**src/rtl/im_fetch_ctrl.sv**
```systemverilog
// rtl/im_fetch_ctrl.sv - instruction fetch sequencer with in-order prefetch queue and redirect flush
module im_fetch_ctrl #(
  parameter int          DEPTH    = 4,
  parameter int          IM_WORDS = 32,
  parameter logic [31:0] RESET_PC = 32'h0000_0000
) (
  input  logic        clk,
  input  logic        rst_n,
  input  logic        start,
  output logic [31:0] im_addr,
  input  logic [31:0] im_instr,
  output logic        instr_valid,
  output logic [31:0] instr,
  output logic [31:0] instr_pc,
  input  logic        instr_ready,
  input  logic        redirect_valid,
  input  logic [31:0] redirect_pc,
  output logic        fetch_done,
  output logic        misalign_err,
  output logic [15:0] fetch_cnt
);

  localparam int          PW       = (DEPTH > 1) ? $clog2(DEPTH) : 1;
  localparam int          CW       = $clog2(DEPTH + 1);
  localparam logic [31:0] PC_LIMIT = 32'(IM_WORDS) * 32'd4;
  localparam logic [CW-1:0] DEPTH_C = CW'(DEPTH);

  typedef enum logic [1:0] {
    S_IDLE  = 2'd0,
    S_FETCH = 2'd1,
    S_DONE  = 2'd2
  } state_t;

  state_t          state_q, state_d;
  logic [31:0]     pc_q, pc_d;
  logic [CW-1:0]   count_q, count_d;
  logic [PW-1:0]   rd_ptr_q, rd_ptr_d;
  logic [PW-1:0]   wr_ptr_q, wr_ptr_d;
  logic [15:0]     fetch_cnt_q, fetch_cnt_d;
  logic            misalign_q, misalign_d;
  logic [31:0]     instr_q [DEPTH];
  logic [31:0]     ipc_q   [DEPTH];

  logic            pc_in_range;
  logic            redir_act;
  logic [31:0]     redir_pc_al;
  logic            redir_in_range;
  logic            start_act;
  logic            push;
  logic            pop;

  // A redirect is meaningful only once fetching has begun; in IDLE it is dropped.
  assign pc_in_range    = (pc_q < PC_LIMIT);
  assign redir_act      = redirect_valid && (state_q != S_IDLE);
  assign redir_pc_al    = {redirect_pc[31:2], 2'b00};
  assign redir_in_range = (redir_pc_al < PC_LIMIT);
  assign start_act      = start && (state_q == S_IDLE);
  // Full check uses the registered count, so a same-cycle pop never frees a slot early.
  assign push = (state_q == S_FETCH) && pc_in_range && (count_q < DEPTH_C) && !redirect_valid;
  assign pop  = (count_q != '0) && instr_ready;

  // Next-state logic: redirect overrides normal progress from FETCH or DONE.
  always_comb begin
    state_d = state_q;
    case (state_q)
      S_IDLE:  if (start) state_d = S_FETCH;
      S_FETCH: if (!pc_in_range) state_d = S_DONE;
      S_DONE:  state_d = S_DONE;
      default: state_d = S_IDLE;
    endcase
    if (redir_act) begin
      state_d = redir_in_range ? S_FETCH : S_DONE;
    end
  end

  // State register.
  always_ff @(posedge clk or negedge rst_n) begin
    if (!rst_n) begin
      state_q <= S_IDLE;
    end else begin
      state_q <= state_d;
    end
  end

  // Datapath next values: PC, queue occupancy/pointers, push counter, misalign pulse.
  always_comb begin
    pc_d        = pc_q;
    count_d     = count_q;
    rd_ptr_d    = rd_ptr_q;
    wr_ptr_d    = wr_ptr_q;
    fetch_cnt_d = fetch_cnt_q;
    misalign_d  = 1'b0;

    if (pop)  rd_ptr_d = rd_ptr_q + PW'(1);
    if (push) begin
      wr_ptr_d = wr_ptr_q + PW'(1);
      pc_d     = pc_q + 32'd4;
      if (fetch_cnt_q != 16'hFFFF) fetch_cnt_d = fetch_cnt_q + 16'd1;
    end
    count_d = count_q + CW'(push) - CW'(pop);

    if (start_act) begin
      pc_d        = RESET_PC;
      fetch_cnt_d = 16'd0;
    end

    // Flush after the same-cycle pop; pointers restart at slot 0.
    if (redir_act) begin
      pc_d       = redir_pc_al;
      count_d    = '0;
      rd_ptr_d   = '0;
      wr_ptr_d   = '0;
      misalign_d = (redirect_pc[1:0] != 2'b00);
    end
  end

  // Control registers.
  always_ff @(posedge clk or negedge rst_n) begin
    if (!rst_n) begin
      pc_q        <= RESET_PC;
      count_q     <= '0;
      rd_ptr_q    <= '0;
      wr_ptr_q    <= '0;
      fetch_cnt_q <= 16'd0;
      misalign_q  <= 1'b0;
    end else begin
      pc_q        <= pc_d;
      count_q     <= count_d;
      rd_ptr_q    <= rd_ptr_d;
      wr_ptr_q    <= wr_ptr_d;
      fetch_cnt_q <= fetch_cnt_d;
      misalign_q  <= misalign_d;
    end
  end

  // Queue storage: each entry pairs the fetched word with the PC it came from.
  always_ff @(posedge clk or negedge rst_n) begin
    if (!rst_n) begin
      for (int i = 0; i < DEPTH; i++) begin
        instr_q[i] <= 32'd0;
        ipc_q[i]   <= 32'd0;
      end
    end else if (push) begin
      instr_q[wr_ptr_q] <= im_instr;
      ipc_q[wr_ptr_q]   <= pc_q;
    end
  end

  assign im_addr      = pc_q;
  assign instr_valid  = (count_q != '0);
  assign instr        = instr_q[rd_ptr_q];
  assign instr_pc     = ipc_q[rd_ptr_q];
  assign fetch_done   = (state_q == S_DONE);
  assign misalign_err = misalign_q;
  assign fetch_cnt    = fetch_cnt_q;

endmodule

```
**config.mk**
```make
export PLATFORM = sky130hd
export DESIGN_NAME = im_fetch_ctrl
export DESIGN_NICKNAME = d
export VERILOG_FILES = /design/src/rtl/im_fetch_ctrl.sv
export SDC_FILE = /design/constraint.sdc
export NUM_CORES = 1
export LEC_CHECK = 0
export ABC_CLOCK_PERIOD_IN_PS = 3960
export CELL_PAD_IN_SITES_DETAIL_PLACEMENT = 1
export CELL_PAD_IN_SITES_GLOBAL_PLACEMENT = 2
export CORE_AREA = 2 2 189 191
export CTS_CLUSTER_SIZE = 25
export DETAILED_ROUTE_END_ITERATION = 10
export DIE_AREA = 0 0 191 193
export GPL_TIMING_DRIVEN = 0
export PLACE_DENSITY_LB_ADDON = 0.25
export SETUP_SLACK_MARGIN = 0.3
export SLEW_MARGIN = 40
export SYNTH_ARGS = -nofsm -noshare
export SYNTH_HDL_FRONTEND = slang
export SYNTH_SLANG_ARGS = --single-unit
```
**constraint.sdc**
```tcl
create_clock -name clk -period 3.96 [get_ports clk]
set_input_delay 0.792 -clock clk [delete_from_list [all_inputs] [get_ports clk]]
set_output_delay 0.792 -clock clk [all_outputs]
set_load 0.03 [all_outputs]
```
Word-level counts from Yosys, hierarchy flattened
Cells that the tools add are included.
{ "totals": {"register_bits": 314} }
{ "classes": {"add_sub_neg": 6, "muxes": 27, "n_reduce_logical": 19, "bitwise": 2, "order_cmp": 6, "eq_ne": 5} }
{ "op_table": {"columns": ["operator", "count"], "rows": [
  ["bitwise mux 128 bit", 2],
  ["2-to-1 mux 32 bit", 8],
  ["binary-select mux 32 bit (select 2 bit)", 2],
  ["demux 32 bit (select 2 bit)", 1],
  ["< comparator 32 x 8 -> 1 bit, second input constant", 2],
  ["2-to-1 mux 16 bit", 3],
  ["adder 32 x 3 -> 32 bit, second input constant", 1],
  ["adder 16 x 1 -> 16 bit, second input constant", 1],
  ["2-to-1 mux 2 bit", 8],
  ["inequality test 16 bit, second input constant", 1],
  ["nonzero test 2 bit", 6],
  ["logical AND 1 bit", 7],
  [">= comparator 3 bit, second input constant", 2],
  ["inequality test 3 bit, second input constant", 2],
  ["NOT 2 -> 3 bit", 2],
  ["one-hot mux 2 bit (3 select lines)", 1],
  ["nonzero test 3 bit", 2],
  ["adder 2 x 1 -> 2 bit, second input constant", 2],
  ["AND reduction 2 bit", 2],
  ["adder 3 x 1 -> 3 bit", 1],
  ["< comparator 3 x 1 -> 1 bit, second input constant", 1],
  ["< comparator 3 bit, second input constant", 1],
  ["2-to-1 mux 3 bit", 1],
  ["subtractor 3 x 1 -> 3 bit", 1],
  ["other kinds (5)", 5]
]} }

Depth between registers and ports, before layout
Gate-level depths: netlist (run 1).
{ "logic_depth": {"word_depth": 7, "mapped_depth": 15} }

Worst setup path after synthesis (run 1)
No wires, ideal clock.
{ "synth_path": {"path_type": "register -> register", "start": "register pc_q[18], in the netlist im_addr[18]", "end": "register count_q[2]", "synth_period_minus_slack_ns": 2.990, "path_stages_with_launch": 14, "n_path_buf": 1, "arrival_time_ns": 2.858, "path_slack_ns": 0.970, "setup_time_ns": 0.132, "t_required_ns": 3.828, "cell_sequence": "dfrtp_1 nor4b_1 nand4_1 nor2_4 inv_2 clkbuf_1 ha_1 inv_1 ha_1 inv_1 fa_1 xor2_1 xnor2_1 nor2_1"} }
{ "synth_between": {"elab_chain_len": 7} }
{ "synth_rtl": {"columns": ["element", "line", "source"], "rows": [
  ["start: declaration", "35", "logic [31:0] pc_q, pc_d;"],
  ["start signal: assignment", "127", "pc_q <= pc_d;"],
  ["< comparator 32 x 8 -> 1 bit", "53", "assign pc_in_range = (pc_q < PC_LIMIT);"],
  ["logical AND 1 bit (3 in a row)", "59", "assign push = (state_q == S_FETCH) && pc_in_range && (count_q < DEPTH_C) && !redirect_valid;"],
  ["adder 3 x 1 -> 3 bit", "100", "count_d = count_q + CW'(push) - CW'(pop);"],
  ["subtractor 3 x 1 -> 3 bit", "100", null],
  ["2-to-1 mux 3 bit", "108", "if (redir_act) begin"],
  ["named net count_d[2]", "36", "logic [CW-1:0] count_q, count_d;"],
  ["end signal: assignment", "128", "count_q <= count_d;"],
  ["end: declaration", "36", null]
]} }
The timed path passes the listed nets, and every way through them passes these cells.
A chain may end at the register's enable or synchronous reset.

Worst setup path in the final report (run 1)
{ "layout_path": {"start": "register rd_ptr_q[1]", "end": "output instr[5]"} }
{ "layout_between": {"elab_chain_len": 4} }
{ "layout_rtl": {"columns": ["element", "line", "source"], "rows": [
  ["start: declaration", "37", "logic [PW-1:0] rd_ptr_q, rd_ptr_d;"],
  ["start signal: assignment", "129", "rd_ptr_q <= rd_ptr_d;"],
  ["NOT 2 -> 3 bit (implied by the code)", "151", "assign instr = instr_q[rd_ptr_q];"],
  ["binary-select mux 32 bit (select 2 bit)", "151", null],
  ["2-to-1 mux 32 bit (implied by the code) (2 in a row)", "151", null],
  ["end: declaration", "13", "output logic [31:0] instr,"]
]} }
Every way passes these cells. The select of a mux whose other input is x is not followed.

==> impl_metrics.toml, run 1 <==
[outcome]
status = "finished clean"

[timing]
tightest_slew_ns = 0.754
timing.fmax_mhz = 286
tns_ns = 0
layout_min_cycle_time_ns = 3.49
grt_setup_unrepaired = "yes"
hold_violations = 0
fin_hold_ws_ns = 0.221
slew_headroom = 0.494
final-setup-viol-count = 0
clock-skew-final_ns = 0.0222
slew_viol_final = 0
post-route-period-util = 0.882

[route]
wl_met1_um = 15000
wl_per_cell_um = 20.7
dr.pass1.iters = 4
drt_wl_total_um = 33400
routed-wl-met2_um = 16600
antenna_left = 0
first_iter_violations = 269
viasPerCell = 5.13
vias = 8263
wl_met3_um = 1240
top_layer_used = "met5"
route.detailed.drc = 0

[synthesis]
synth.largest_area_cell = "dfrtp_1"
synth-edff-count = 0
synth_warnings = 0
syn_inst = 899
ys.flop_type = "dfrtp_1"
avgSynthCellArea_um2 = 14.5
synth_common_cells = "dfrtp_1 (304), mux2_2 (148), and2_1 (103)"
async_flop_share = 1.00
netlist.area_leader.share = 0.585
ys_seq_area_frac = 0.585
synth_cell_types = 48
synth.most_common_cell = "dfrtp_1"
ys_seq_elements = 304
synth_area_um2 = 13000
ys_top_cells_by_area = "dfrtp_1 (58%), mux2_2 (13%), mux4_2 (11%), and2_1 (5.0%), a22o_1 (1.3%)"

[clock_network]
cts_made_buffers = 35
htreeDepth = 2
clock_sinks = 304
clkTransAtPathRegs_ns = 0.06
cts_tree = "done"
cts_buffer_depth = 3
root_buffer = "clkbuf_16"
clk_latency_ns = 0.51

[cells_and_area]
nets = 1208
final_layout_size_suffix_gt1_frac = 0.268
stdcell_count = 1610
fillers = 3524
insertedDiodeCount = 0
areaGrowthSynthToFinish_pct = 28.1

[pwr]
power_frac_seq = 0.413
ir_drop_v = 0.000250
internal_power_uw = 5870
clkPwrFrac = 0.372
switching_power_uw = 2510
p_leak_uw = 0.00765
p_per_area_nw_per_um2 = 503
p_sw_frac = 0.299
combPwrFrac = 0.215

[run]
max-cap-violations = 0

[critical_path]
worst_setup_path_end_kind = "primary output"
critPathKind = "flop to primary output"
cp_slowest_cell = "clkdlybuf4s50_1"
crit_family = "buffers and inverters"
path_cells = "buf_2, clkbuf_1, mux4_2, clkdlybuf4s50_1"
startpoint_type = "flop"
path_max_fanout = 10
cpPeakStageDelay_ns = 0.61
crit_buf_inv = 3
critPathArrivalTime_ns = 2.70
cp.required_ns = 3.17

[global_route]
grt_remaining_overflow = 0
grt_max_degree = 72
grt_pass1_wl_um = 52900
antenna_found_initial = 2
grtUsageTotal = 0.185
grt_pass1_vias = 9034

[placement]
place.port_buffers = 179
place_congestion = 0.771
dp_cells = 1546
post-dp-hpwl_um = 22800

[floorplanning]
boundaryPins = 184
die_h_um = 193
initial_core_util = 0.372
die_width_um = 191
dieArea_um2 = 36900
row_count = 69
core_um2 = 35000

[worst_hold_path]
min_path_type = "primary input to async pin"
==> path summary, 6_finish.rpt <==
| check | slack [ns] | endpoint | cells past startpoint | startpoint |
|---|---|---|---|---|
| max | 0.47 | instr[5] | 4 | rd_ptr_q[1] |
| min | 0.22 | instr_q[109] | 1 | rst_n |
| max reg2reg | 0.53 | count_q[2] | 13 | im_addr[9] |
| min reg2reg | 0.48 | ipc_q[19] | 1 | ipc_q[19] |
| max in group asynchronous | 2.59 | state_q[1] | 3 | rst_n |
| min in group clk | 0.48 | ipc_q[19] | 1 | ipc_q[19] |
==> flip-flops by register name, indices dropped and copies added, names as in the netlist, 2 cells and up <==
register,count
wr_ptr_q,2
im_addr,30
ipc_q,120
instr_q,128
state_q,2
count_q,3
fetch_cnt,16
rd_ptr_q,2
==> worst register-to-register path: cells and delay by family (launching register included) <==
| kind | cells | cell delay [ns] |
|---|---|---|
| xor gates and xnor gates | 2 | 0.30 |
| adders and majority gates | 3 | 0.87 |
| buffers and inverters | 4 | 0.52 |
| DFF | 1 | 0.45 |
| and+or+nand+nor | 4 | 1.16 |
==> cells by family after synthesis <==
family | count (synthesis) | share of synthesized area
flip-flops | 304 | 0.585
AND/OR/NAND/NOR | 214 | 0.0971
multiplexers | 213 | 0.238
AO/OA/AOI/OAI | 79 | 0.0411
buffers and inverters | 70 | 0.0229
adder cells (fa/ha/maj) | 12 | 0.0121
XOR/XNOR | 6 | 0.00404
other | 1 | 0.000288
==> cell type report <==
cell class / count / area, um2 / area share
clock buffers: 51 / 996 / 0.0598
clock inverters: 8 / 100 / 0.00601
plain buffers: 57 / 277 / 0.0166
multi-input cells: 528 / 5120 / 0.307
well taps: 461 / 577 / 0.0346
repair buffers: 188 / 1940 / 0.117
inverters: 13 / 48.8 / 0.00293
flip-flops and latches: 304 / 7610 / 0.456
==> metrics by stage <==
step	area, um2	total power, uW	setup slack [ns]	utilization
global route	16700	8790	0.233	0.477
floorplan	13000	4520	0.970	-
detailed placement	15500	5340	0.0159	0.444
CTS	16600	8530	0.309	0.476
finish	16700	8380	0.468	0.477
global placement	15400	5300	-11.47	0.440
==> power groups by stage <==
| stage | Clock [uW] | Combinational, uW | Sequential, uW |
|---|---|---|---|
| 6_report | 3120 | 1800 | 3460 |
| 5_1_grt | 3350 | 1960 | 3490 |
| 4_1_cts | 3220 | 1840 | 3460 |
| 3_5_place_dp | 0 | 1820 | 3510 |
| 3_3_place_gp | 0 | 1790 | 3520 |
| 2_1_floorplan | 0 | 813 | 3710 |
==> metal layers <==
| metal | vias to the layer above | global-route usage |
|---|---|---|
| met5 | - | 0 |
| met4 | 4 | 0.0382 |
| met3 | 42 | 0.0300 |
| met2 | 150 | 0.313 |
| met1 | 4350 | 0.255 |
| li1 | 3717 | - |
==> cells in the final DEF (no fill, tap or decap), types with 6 or more instances in the layout <==
cell	n
nor4_1	14
nor2_1	17
nand4_1	9
or4_1	8
and2_1	103
clkbuf_8	6
buf_4	12
clkdlybuf4s50_1	178
mux2_2	148
nand2_1	21
o21ai_0	13
inv_1	12
buf_2	17
a22o_1	20
mux4_2	62
clkbuf_16	35
clkbuf_1	37
a21oi_1	23
nor3_1	6
dfrtp_1	304
o31ai_1	11
ha_1	11
nand3_1	13
==> timing repair <==
item | CTS | global route
setup buffers | 2 | 3
resized for setup | 6 | 5
hold buffers | 0 | 0
endpoints found under the setup margin | 60 | 39
pin swaps | 1 | 1
(Power assumes the default switching activity.)
==> run 2, diff against run 1 <==
Settings changed: ABC_AREA set to 1, CORE_AREA 2 2 189 191 to 2 2 208 210, CTS_CLUSTER_DIAMETER set to 200, DIE_AREA 0 0 191 193 to 0 0 210 212.
==> impl_metrics.toml, run 2 <==
[outcome]
status = "finished clean"

[timing]
clock-skew-final_ns = 0.0298
slew_headroom = 0.559
worst_slack_ns = 0.380
hold_violations = 0
layout_min_cycle_time_ns = 3.58
timing.fmax_mhz = 279
post-route-period-util = 0.904
tightest_slew_ns = 0.662
slew_viol_final = 0
grt_setup_unrepaired = "yes"
final-setup-viol-count = 0

[route]
route.detailed.drc = 0
antenna_left = 0
wl_per_cell_um = 18.4
drt_wl_total_um = 45600
first_iter_violations = 702
vias = 11868
dr.pass1.iters = 4
viasPerCell = 4.79

[synthesis]
syn_inst = 1726
ys_seq_elements = 304
synth_cell_types = 34
netlist.area_leader.share = 0.550
ys.flop_type = "dfrtp_1"
synth_area_um2 = 13800
ys_seq_area_frac = 0.550
synth_warnings = 0
synth.most_common_cell = "nand2_1"
synth.largest_area_cell = "dfrtp_1"
async_flop_share = 1.00
avgSynthCellArea_um2 = 8.02
ys_top_cells_by_area = "dfrtp_1 (55%), nand2_1 (18%), nor2_1 (5.0%), o21ai_0 (4.8%), inv_1 (3.6%)"
synth-edff-count = 0
synth_common_cells = "nand2_1 (681), dfrtp_1 (304), nor2_1 (186)"

[critical_path]
reg2regPathDepth = 16
worst_setup_path_end_kind = "primary output"
path_max_fanout = 10
r2r_end = "count_q[2]"
startpoint_type = "flop"
rr_startpoint = "state_q[1]"
r2r_slack_ns = 1.03
cp.required_ns = 3.17
critPathKind = "flop to primary output"
critPathArrivalTime_ns = 2.79

[clock_network]
cts_made_buffers = 16
root_buffer = "clkbuf_16"
cts_setup_buffers = 0
clkTransAtPathRegs_ns = 0.10
htreeDepth = 1
cts_tree = "done"
clk_latency_ns = 0.53
clock_sinks = 304
cts_buffer_depth = 3

[global_route]
grt_pass1_wl_um = 72700
grtUsageTotal = 0.209
grt_max_degree = 70
grt_pass1_vias = 12859
antenna_found_initial = 4
grt_remaining_overflow = 0

[floorplanning]
initial_core_util = 0.326
row_count = 76
dieArea_um2 = 44500
boundaryPins = 184
die_width_um = 210
core_um2 = 42500
die_h_um = 212

[worst_hold_path]
min_path_type = "primary input to async pin"

[cells_and_area]
layout_commonest_cell = "nand2_1"
utilization = 0.399
fillers = 5107
areaGrowthSynthToFinish_pct = 22.6
largest_reg_flops = 128
final_layout_size_suffix_gt1_frac = 0.0554
nets = 2011
layout_common_cells = "nand2_1 (681), dfrtp_1 (304), nor2_1 (186), clkdlybuf4s50_1 (134), inv_1 (133)"
top_register = "instr_q"

[pwr]
p_leak_uw = 0.00961
ir_drop_v = 0.000284
p_per_area_nw_per_um2 = 595

[placement]
place_ws_ns = 0.120
place_congestion = 0.805
post-dp-hpwl_um = 31500
place.port_buffers = 179

[run]
max-cap-violations = 0
## run 2: worst max-delay path: stages (launching register included)
cell and delay [ns]:
dfrtp_1 0.33, buf_2 0.26, clkbuf_1 0.54, nor2_1 0.11
o22ai_1 0.28, clkdlybuf4s50_1 0.73
## run 2: cell type report
cell class	count	area, um2	share of cell area
Antenna cell	2	5.00	0.000295
Buffer	100	553	0.0326
Clock buffer	17	425	0.0251
Clock inverter	1	30.0	0.00177
Inverter	138	520	0.0307
Multi-Input combinational cell	1187	5220	0.307
Sequential cell	304	7610	0.448
Tap cell	546	683	0.0403
Timing Repair Buffer	183	1930	0.114
## run 2: worst max path at each step
stage / from / end / slack, ns / cells past startpoint
after detailed placement: rd_ptr_q[0] / instr_pc[4] / 0.12 / 7
after floorplan: redirect_valid / count_q[2] / 1.34 / 11
final: rd_ptr_q[0] / instr[0] / 0.38 / 5
after global placement: rst_n / instr_q[8] / -12.15 / 1
after CTS: rd_ptr_q[1] / instr_pc[26] / 0.23 / 6
after global routing: rd_ptr_q[0] / instr[0] / 0.24 / 5
## run 2: power breakdown
part / switching [uW] / internal, uW
sequential: 191 / 3270
clock: 1090 / 789
combinational: 3180 / 1570
## run 2: stage by stage
step	instance area (um2)	std cells	setup TNS [ns]	hold WS (ns)	total power (uW)
5_1_grt	17000	2477	0	0.161	10700
3_3_place_gp	16300	2454	-3680.65	0.443	8400
4_1_cts	16900	2476	0	0.145	10300
6_report	17000	2478	0	0.148	10100
3_5_place_dp	16400	2458	0	0.446	8440
2_1_floorplan	13900	1729	0	0.431	6190
## run 2: repair_timing
item / 4_1_cts / 5_1_grt
hold buffers: 0 / 0
gates resized for setup: 50 / 35
setup endpoints to repair: 62 / 28
## run 2: kinds of logic after synthesis
logic type | after synthesis | share of synthesized area
compound gates | 210 | 0.0840
xor+xnor | 11 | 0.00696
simple gates | 950 | 0.273
fa+ha+maj | 12 | 0.0114
other cells | 1 | 0.000271
flops | 304 | 0.550
buf+inv | 238 | 0.0742
## run 2: layer usage
layer  wire length [um]  global-route usage  up-vias
met5                 24                   0        -
met4                839              0.0426        4
met3               2010              0.0359       46
met2              21600               0.357      195
met1              21100               0.280     5861
li1                   -                   -     5762
